## src/rtl/clk_div_n_if.sv

```systemverilog
// Control and status bundle for clk_div_n: run/load requests in, divided clock and status out.
interface clk_div_n_if #(
    parameter int CNT_W = 8
);
    logic             en;
    logic             load;
    logic [CNT_W-1:0] div_val;
    logic             clk_div;
    logic             tick;
    logic             busy;
    logic             load_ack;
    logic             running;

    modport master (
        output en, load, div_val,
        input  clk_div, tick, busy, load_ack, running
    );

    modport slave (
        input  en, load, div_val,
        output clk_div, tick, busy, load_ack, running
    );
endinterface

```

## src/rtl/clk_div_n.sv

```systemverilog
// Programmable integer clock divider with period-aligned start/stop and divisor reload.
// Define CLK_DIV_N_ODD50_EN to add a negedge stage giving 50% duty for odd divisors.
module clk_div_n #(
    parameter int CNT_W    = 8,
    parameter int DIV_INIT = 5
) (
    input  logic       clk,
    input  logic       rst_n,
    clk_div_n_if.slave bus
);

    typedef enum logic {
        STOP = 1'b0,
        RUN  = 1'b1
    } state_t;

    localparam logic [CNT_W-1:0] DIV_RST = (DIV_INIT < 2) ? CNT_W'(2) : CNT_W'(DIV_INIT);

    function automatic logic [CNT_W-1:0] clamp_div(input logic [CNT_W-1:0] v);
        return (v < CNT_W'(2)) ? CNT_W'(2) : v;
    endfunction

    state_t           state_reg, state_next;
    logic [CNT_W-1:0] cnt_reg, cnt_next;
    logic [CNT_W-1:0] div_reg, div_next;
    logic [CNT_W-1:0] pend_reg, pend_next;
    logic             clk_p_reg, clk_p_next;
    logic             tick_reg, tick_next;
    logic             busy_reg, busy_next;
    logic             ack_reg, ack_next;

    logic [CNT_W-1:0] last_cnt;
    logic [CNT_W-1:0] half_cnt;
    logic [CNT_W-1:0] cnt_inc;
    logic             boundary;
    logic             clk_ext;

    assign last_cnt = div_reg - CNT_W'(1);
    assign half_cnt = div_reg >> 1;
    assign cnt_inc  = cnt_reg + CNT_W'(1);
    // A boundary is either the start request while stopped or the wrap of a running period.
    assign boundary = (state_reg == STOP) ? bus.en : (cnt_reg == last_cnt);

    always_ff @(posedge clk or negedge rst_n) begin
        if (!rst_n) begin
            state_reg <= STOP;
        end else begin
            state_reg <= state_next;
        end
    end

    always_comb begin
        state_next = state_reg;
        if (boundary) begin
            state_next = bus.en ? RUN : STOP;
        end
    end

    always_comb begin
        cnt_next   = cnt_reg;
        clk_p_next = clk_p_reg;
        tick_next  = 1'b0;
        ack_next   = 1'b0;
        busy_next  = busy_reg;
        div_next   = div_reg;
        pend_next  = pend_reg;

        if (boundary) begin
            cnt_next = '0;
            if (bus.en) begin
                clk_p_next = 1'b1;
                tick_next  = 1'b1;
                if (busy_reg) begin
                    div_next  = pend_reg;
                    busy_next = 1'b0;
                    ack_next  = 1'b1;
                end
            end else begin
                clk_p_next = 1'b0;
            end
        end else if (state_reg == RUN) begin
            cnt_next   = cnt_inc;
            clk_p_next = (cnt_inc < half_cnt);
        end

        // A load on a boundary edge is applied after the commit above, so it waits one period.
        if (bus.load) begin
            pend_next = clamp_div(bus.div_val);
            busy_next = 1'b1;
        end
    end

    always_ff @(posedge clk or negedge rst_n) begin
        if (!rst_n) begin
            cnt_reg   <= '0;
            clk_p_reg <= 1'b0;
            tick_reg  <= 1'b0;
            busy_reg  <= 1'b0;
            ack_reg   <= 1'b0;
            div_reg   <= DIV_RST;
            pend_reg  <= DIV_RST;
        end else begin
            cnt_reg   <= cnt_next;
            clk_p_reg <= clk_p_next;
            tick_reg  <= tick_next;
            busy_reg  <= busy_next;
            ack_reg   <= ack_next;
            div_reg   <= div_next;
            pend_reg  <= pend_next;
        end
    end

`ifdef CLK_DIV_N_ODD50_EN
    logic clk_n_reg;

    always_ff @(negedge clk or negedge rst_n) begin
        if (!rst_n) begin
            clk_n_reg <= 1'b0;
        end else begin
            clk_n_reg <= clk_p_reg;
        end
    end

    // clk_n_reg is low whenever div_reg can change (end of a period), so the mask never glitches.
    assign clk_ext = clk_n_reg & div_reg[0];
`else
    assign clk_ext = 1'b0;
`endif

    always_comb begin
        bus.clk_div  = clk_p_reg | clk_ext;
        bus.running  = (state_reg == RUN);
        bus.tick     = tick_reg;
        bus.busy     = busy_reg;
        bus.load_ack = ack_reg;
    end

endmodule

```

## src/flat_wrapper.sv

```systemverilog
// flat-port wrapper written by rule: the top's interface ports become plain ports
module clk_div_n_flat 
#(
    parameter int CNT_W    = 8,
    parameter int DIV_INIT = 5
)
  (clk, rst_n, bus_en, bus_load, bus_div_val, bus_clk_div, bus_tick, bus_busy, bus_load_ack, bus_running);
  clk_div_n_if #(.CNT_W(CNT_W)) bus_i ();
  input  logic clk;
  input  logic rst_n;
  input wire logic [$bits(bus_i.en)-1:0] bus_en;
  input wire logic [$bits(bus_i.load)-1:0] bus_load;
  input wire logic [$bits(bus_i.div_val)-1:0] bus_div_val;
  output wire logic [$bits(bus_i.clk_div)-1:0] bus_clk_div;
  output wire logic [$bits(bus_i.tick)-1:0] bus_tick;
  output wire logic [$bits(bus_i.busy)-1:0] bus_busy;
  output wire logic [$bits(bus_i.load_ack)-1:0] bus_load_ack;
  output wire logic [$bits(bus_i.running)-1:0] bus_running;
  assign bus_i.en = bus_en;
  assign bus_i.load = bus_load;
  assign bus_i.div_val = bus_div_val;
  assign bus_clk_div = bus_i.clk_div;
  assign bus_tick = bus_i.tick;
  assign bus_busy = bus_i.busy;
  assign bus_load_ack = bus_i.load_ack;
  assign bus_running = bus_i.running;
  clk_div_n #(.CNT_W(CNT_W), .DIV_INIT(DIV_INIT)) u_core (.clk(clk), .rst_n(rst_n), .bus(bus_i));
endmodule
```

## config.mk

```make
export PLATFORM = sky130hd
export DESIGN_NAME = clk_div_n_flat
export DESIGN_NICKNAME = d
export VERILOG_FILES = /design/src/rtl/clk_div_n_if.sv /design/src/rtl/clk_div_n.sv /design/src/flat_wrapper.sv
export SDC_FILE = /design/constraint.sdc
export NUM_CORES = 1
export LEC_CHECK = 0
export ABC_CLOCK_PERIOD_IN_PS = 4900
export BUFFER_PORTS_ARGS = -buffer_cell sky130_fd_sc_hd__buf_2
export CELL_PAD_IN_SITES_DETAIL_PLACEMENT = 0
export CELL_PAD_IN_SITES_GLOBAL_PLACEMENT = 1
export CORE_MARGIN = 4
export CORE_UTILIZATION = 40
export DETAILED_ROUTE_END_ITERATION = 7
export PLACE_DENSITY = 0.7
export SETUP_SLACK_MARGIN = 0.02
export SYNTH_ARGS = -nofsm -noshare
export SYNTH_HDL_FRONTEND = slang
export SYNTH_SLANG_ARGS = --single-unit
```

## constraint.sdc

```tcl
create_clock -name clk -period 4.9 [get_ports clk]
set_clock_uncertainty 0.15 [all_clocks]
set_input_delay 0.98 -clock clk [delete_from_list [all_inputs] [get_ports clk]]
set_output_delay 0.98 -clock clk [all_outputs]
set_load 0.02 [all_outputs]
```

==> results.py, run 1 <==
metrics = {
    "outcome": {
        "status": "completed",
    },
    "critical_path": {
        "cp_slowest_cell": "dfstp_2",
        "r2r_start": "u_core.div_reg[0]",
        "crit_start": "u_core.div_reg[0]",
        "endpoint_kind": "flip-flop",
        "critical-path-top-delay-family": "compound AO/OA/AOI/OAI gates",
        "critPathRequiredTime_ns": 4.92,
        "cp-start-kind": "flip-flop",
        "crit_fanout": 16,
        "cp_num_buf_inv": 1,
        "crit_type": "reg2reg",
        "r2r_slack_ns": 2.05,
        "cp_cell_sequence": "inv_1 > ha_1 > o21ba_1 > a221oi_2 > o22ai_1 > o31a_1 > o32ai_1",
        "cp.arrival_ns": 2.87,
        "cp_slowest_stage_delay_ns": 0.57,
    },
    "hold_path": {
        "hp-class": "reg2reg",
        "hold_start": "u_core.pend_reg[0]",
    },
    "global_routing": {
        "grt_pass1_wl_mm": 7.14,
        "antenna_found_initial": 0,
        "grt_max_degree": 30,
        "grtUsageTotal_pct": 17.1,
        "grt_pass1_vias": 1468,
        "grt_overflow": 0,
    },
    "placement": {
        "hpwl_mm": 2.97,
        "portBuffers": 16,
        "place_ws_ns": 2.10,
        "dpl_cell_area_um2": 1880,
        "gp_congestion": 0.825,
        "dpl.cell_count": 238,
    },
    "drt": {
        "dr.pass1.iters": 4,
        "wl_per_cell_um": 16.6,
        "num_vias": 1430,
        "antenna_left": 0,
        "routed_wl_mm": 4.09,
        "drt_iter0_drc": 116,
        "drc": 0,
        "via_per_inst": 5.81,
    },
    "sta": {
        "min_period_ns": 2.85,
        "relSlewSlack_pct": 44.7,
        "rsz0062_at_grt": "false",
        "max_freq_mhz": 351,
        "period_share_pct": 58.2,
        "tns_ns": 0,
        "hold_ws_ns": 0.351,
        "drv_slew": 0,
        "worst_pin_slew_ns": 0.830,
        "layout_setup_ws_ns": 2.05,
        "setup_viol": 0,
        "finalHoldViolCount": 0,
    },
    "floorplan": {
        "ios": 17,
        "placeableCoreArea_um2": 4140,
        "rows": 23,
        "die_w_um": 74.6,
        "start_util_pct": 42.8,
        "die_area_um2": 5560,
        "fp.dieH_um": 74.6,
    },
    "clocking": {
        "cts_buffers": 5,
        "cts_setup_buffers": 0,
        "clk_latency_ns": 0.28,
        "cts_tree": "yes",
        "clkTransAtPathRegs_ns": 0.07,
        "cts-resized-gates": 0,
        "clockBufferDepth": 2,
        "clock-root-buffer": "clkbuf_8",
        "htreeDepth": 2,
        "clock-sinks": 29,
        "hold_buffers": 0,
    },
    "final_layout": {
        "fin_util_pct": 47.3,
        "antennaDiodeCount": 0,
        "design_area_um2": 1960,
        "layoutNonFillerInstCount": 246,
        "drive_above_1_share_pct": 19.4,
        "final_cell_mix": "dfrtp_1, nand2_1, inv_1, buf_2, o21ai_0",
        "area_growth_syn_to_layout_pct": 10.7,
        "final_common_cell": "dfrtp_1",
        "fill_cells": 426,
        "nets": 215,
    },
    "logic_synthesis": {
        "async_flop_share_pct": 100,
        "yosys_warnings": 0,
        "synth_cell_types": 41,
        "syn_area_um2": 1770,
        "synth_nets": 199,
        "syn_avg_cell_area_um2": 9.90,
        "synth_seq_cells": 29,
        "syn_inst": 179,
        "seq_area_frac_synth_pct": 41.2,
        "synthFlopType": "dfrtp_1",
        "synth_edf_count": 0,
    },
    "power_and_ir_drop": {
        "power.total_mw": 0.463,
        "ir_drop_uv": 99.6,
        "pwr_density_cell_nw_per_um2": 236,
        "p_leak_nw": 0.827,
    },
    "flow_run": {
        "cap_violations": 0,
    },
}
-- power breakdown --
part | internal, mW | switching [mW] | total [mW]
combinational | 0.00652 | 0.0172 | 0.0237
sequential | 0.246 | 0.00141 | 0.248
clock | 0.0982 | 0.0930 | 0.191
total | 0.351 | 0.112 | 0.463
-- worst paths after layout --
kind,cells after the start,end
max,7,u_core.div_reg[6]
min,2,u_core.pend_reg[0]
max reg2reg,7,u_core.div_reg[6]
min reg2reg,2,u_core.pend_reg[0]
max in group asynchronous,1,u_core.div_reg[5]
min in group asynchronous,1,u_core.pend_reg[5]
-- cell families (layout without fill, tap and decap cells) --
group	Yosys count	in the layout	synth area share [%]
AO/OA/AOI/OAI	47	47	22.7
XOR/XNOR	16	16	7.91
adder cells (fa/ha/maj)	8	8	5.65
buffers and inverters	25	42	5.79
flip-flops	29	29	41.2
AND/OR/NAND/NOR	54	54	16.7
-- worst reg2reg max path, cell delays in order, from the launching register on --
cell and delay [ns]:
dfstp_2 0.57, inv_1 0.07, ha_1 0.27, o21ba_1 0.22, a221oi_2 0.33, o22ai_1 0.21, o31a_1 0.54, o32ai_1 0.38
-- area by class of cell --
cell class | instances | area (um2) | area share (%)
clock inverter | 2 | 10.0 | 0.510
inverter | 18 | 67.6 | 3.44
tap | 50 | 62.6 | 3.19
timing repair buffer | 16 | 80.1 | 4.08
sequential | 29 | 731 | 37.2
clock buffer | 6 | 72.6 | 3.70
multi-input combinational | 125 | 938 | 47.8
-- synth_stat cells (all sizes together), types with 5 or more instances --
library cell | instances | share of area, %
nor2 | 6 | 1.3
a22o | 5 | 2.5
o32ai | 8 | 6.1
nand2 | 21 | 4.4
o21ai | 12 | 3.4
dfrtp | 25 | 35
nand3 | 5 | 1.4
xnor2 | 8 | 4.0
xor2 | 8 | 4.0
ha | 8 | 5.6
inv | 18 | 3.8
nor3 | 5 | 1.4
-- layer usage --
layer / vias up / share of wire (%) / GRT usage, % / wire (um)
met5: - / 0 / 0 / 0
met1: 701 / 49 / 24.3 / 2000
met2: 43 / 44 / 25.0 / 1810
met4: 0 / 1.8 / 6.72 / 72
li1: 676 / - / - / -
met3: 10 / 5.1 / 4.05 / 210
No activity file was read; power rests on OpenSTA's default activity.
==> inputs of run 2 (changes only) <==
--- a/config.mk
+++ b/config.mk
@@ -5,14 +5,14 @@
 export SDC_FILE = /design/constraint.sdc
 export NUM_CORES = 1
 export LEC_CHECK = 0
-export ABC_CLOCK_PERIOD_IN_PS = 4900
+export ABC_CLOCK_PERIOD_IN_PS = 2600
 export BUFFER_PORTS_ARGS = -buffer_cell sky130_fd_sc_hd__buf_2
 export CELL_PAD_IN_SITES_DETAIL_PLACEMENT = 0
 export CELL_PAD_IN_SITES_GLOBAL_PLACEMENT = 1
 export CORE_MARGIN = 4
 export CORE_UTILIZATION = 40
 export DETAILED_ROUTE_END_ITERATION = 7
-export PLACE_DENSITY = 0.7
+export PLACE_DENSITY = 0.73
 export SETUP_SLACK_MARGIN = 0.02
 export SYNTH_ARGS = -nofsm -noshare
 export SYNTH_HDL_FRONTEND = slang
==> constraint.sdc (replaced) <==
create_clock -name clk -period 2.6 [get_ports clk]
set_clock_uncertainty 0.15 [all_clocks]
set_input_delay 0.52 -clock clk [delete_from_list [all_inputs] [get_ports clk]]
set_output_delay 0.52 -clock clk [all_outputs]
set_load 0.02 [all_outputs]
==> run 2 against run 1 <==
  * Utilization increased by 4.6 points
  * Via count increased by 1.3%
  * Total power increased by 120%
  * Register-to-register slack got worse by 1.9 ns
  * First-iteration DRC count decreased by 29%
  * Cell area increased by 9.7%
  * Non-clock buffer count increased by 12
  * Largest cell class unchanged
  * Highest routed layer unchanged
==> results.py, run 2 (synthesis results as in run 1) <==
metrics = {
    "sta": {
        "period_share_pct": 93.8,
        "finalHoldViolCount": 0,
        "layout_setup_ws_ns": 0.160,
        "setup_viol": 0,
        "hold_ws_ns": 0.107,
        "relSlewSlack_pct": 55.5,
        "min_period_ns": 2.44,
        "max_freq_mhz": 410,
        "rsz0062_at_grt": "true",
        "drv_slew": 0,
        "worst_pin_slew_ns": 0.667,
    },
    "critical_path": {
        "crit_start": "u_core.div_reg[0]",
        "cp_slowest_stage_delay_ns": 0.53,
        "cp_slowest_cell": "dfstp_2",
        "endpoint_kind": "flip-flop",
        "cp_cell_sequence": "inv_1 > ha_1 > o21ba_1 > a221oi_2 > o22ai_1 > o31a_4 > a22o_1",
        "crit_fanout": 16,
        "crit_type": "reg2reg",
        "cp-start-kind": "flip-flop",
        "r2r_start": "u_core.div_reg[0]",
        "critPathRequiredTime_ns": 2.62,
        "cp.arrival_ns": 2.46,
    },
    "power_and_ir_drop": {
        "pwr_density_cell_nw_per_um2": 468,
        "p_leak_nw": 0.929,
        "power.total_mw": 1.01,
        "ir_drop_uv": 227,
    },
    "clocking": {
        "clkTransAtPathRegs_ns": 0.07,
        "clock-sinks": 29,
        "htreeDepth": 2,
        "clk_latency_ns": 0.29,
        "clock-root-buffer": "clkbuf_8",
        "clockBufferDepth": 2,
        "hold_buffers": 0,
        "cts_tree": "yes",
        "cts_buffers": 5,
    },
    "drt": {
        "routed_wl_mm": 4.18,
        "drt_iter0_drc": 82,
        "wl_per_cell_um": 16.2,
        "dr.pass1.iters": 6,
        "num_vias": 1449,
        "drc": 0,
        "antenna_left": 0,
        "via_per_inst": 5.62,
    },
    "floorplan": {
        "ios": 17,
        "rows": 23,
        "die_area_um2": 5560,
        "start_util_pct": 42.8,
        "die_w_um": 74.6,
        "placeableCoreArea_um2": 4140,
        "fp.dieH_um": 74.6,
    },
    "flow_run": {
        "cap_violations": 0,
    },
    "final_layout": {
        "fill_cells": 410,
        "design_area_um2": 2150,
        "final_cell_mix": "dfrtp_1, nand2_1, inv_1, buf_2, buf_4",
        "final_common_cell": "dfrtp_1",
        "multi_input_area_um2": 1000,
        "register_area_um2": 733,
        "antennaDiodeCount": 0,
        "area_growth_syn_to_layout_pct": 21.5,
        "drive_above_1_share_pct": 28.8,
        "fin_util_pct": 51.9,
        "nets": 227,
    },
    "placement": {
        "hpwl_mm": 3.06,
        "place_ws_ns": -0.0262,
        "dpl_cell_area_um2": 1950,
        "portBuffers": 16,
        "gp_congestion": 0.852,
    },
    "hold_path": {
        "hp-class": "in2async",
    },
    "global_routing": {
        "grt_pass1_vias": 1494,
        "grt_max_degree": 30,
        "grt_overflow": 0,
        "antenna_found_initial": 0,
        "grtUsageTotal_pct": 16.6,
        "grt_pass1_wl_mm": 6.96,
    },
    "outcome": {
        "status": "completed",
    },
}
[run 2: cell types whose count changed in the layout (fill, tap and decap cells not counted), moves of 2 or more]
| cell | before | now |
|---|---|---|
| buf_4 | 0 | 12 |
| o32ai_1 | 3 | 0 |
| o32ai_2 | 5 | 8 |
| clkinv_2 | 2 | 0 |
| dfrtp_1 | 25 | 23 |
| dfrtp_2 | 0 | 2 |
| xnor2_1 | 8 | 6 |
| xnor2_2 | 0 | 2 |
[run 2: final cells by class]
type,count,share of cell area [%]
clock buffer,7,4.01
timing repair buffer,28,7.91
sequential,29,34.1
tap,50,2.91
multi-input combinational,125,46.6
clock inverter,1,1.40
inverter,18,3.14
[run 2: per-layer routing]
| metal | routed length [um] | track usage (%) |
|---|---|---|
| met1 | 1900 | 20.7 |
| met4 | 109 | 7.51 |
| met3 | 191 | 3.78 |
| met2 | 1990 | 27.4 |
| met5 | 0 | 0 |
[run 2: power by group]
part | switching, mW | internal (mW)
clock | 0.181 | 0.312
sequential | 0.00283 | 0.464
combinational | 0.0337 | 0.0123
[run 2: per-stage QoR]
step / cells / setup TNS, ns
6_report: 258 / 0
5_1_grt: 258 / 0
4_1_cts: 255 / 0
3_5_place_dp: 247 / -0.0514
3_3_place_gp: 247 / 0
2_1_floorplan: 179 / 0
[run 2: what timing repair did]
action,4_1_cts,5_1_grt
gates resized for setup,3,10
buffers inserted,0,3
endpoints found under the setup margin,8,15
pin swaps,0,1
[run 2: final timing paths]
| kind | end | slack [ns] | cells past startpoint |
|---|---|---|---|
| max | u_core.cnt_reg[1] | 0.16 | 7 |
| min in group clk | u_core.pend_reg[0] | 0.30 | 3 |
| max in group asynchronous | u_core.cnt_reg[4] | 1.72 | 1 |
| min reg2reg | u_core.pend_reg[2] | 0.38 | 2 |
| min | u_core.cnt_reg[6] | 0.11 | 1 |
| max reg2reg | u_core.cnt_reg[1] | 0.16 | 7 |
[run 2: worst max-delay path, delay by kind of cell (launching register included)]
family,cells,cell delay [ns]
adders and majority gates,1,0.26
buffers and inverters,1,0.05
DFF,1,0.53
AOI/OAI and AO/OA,5,1.32
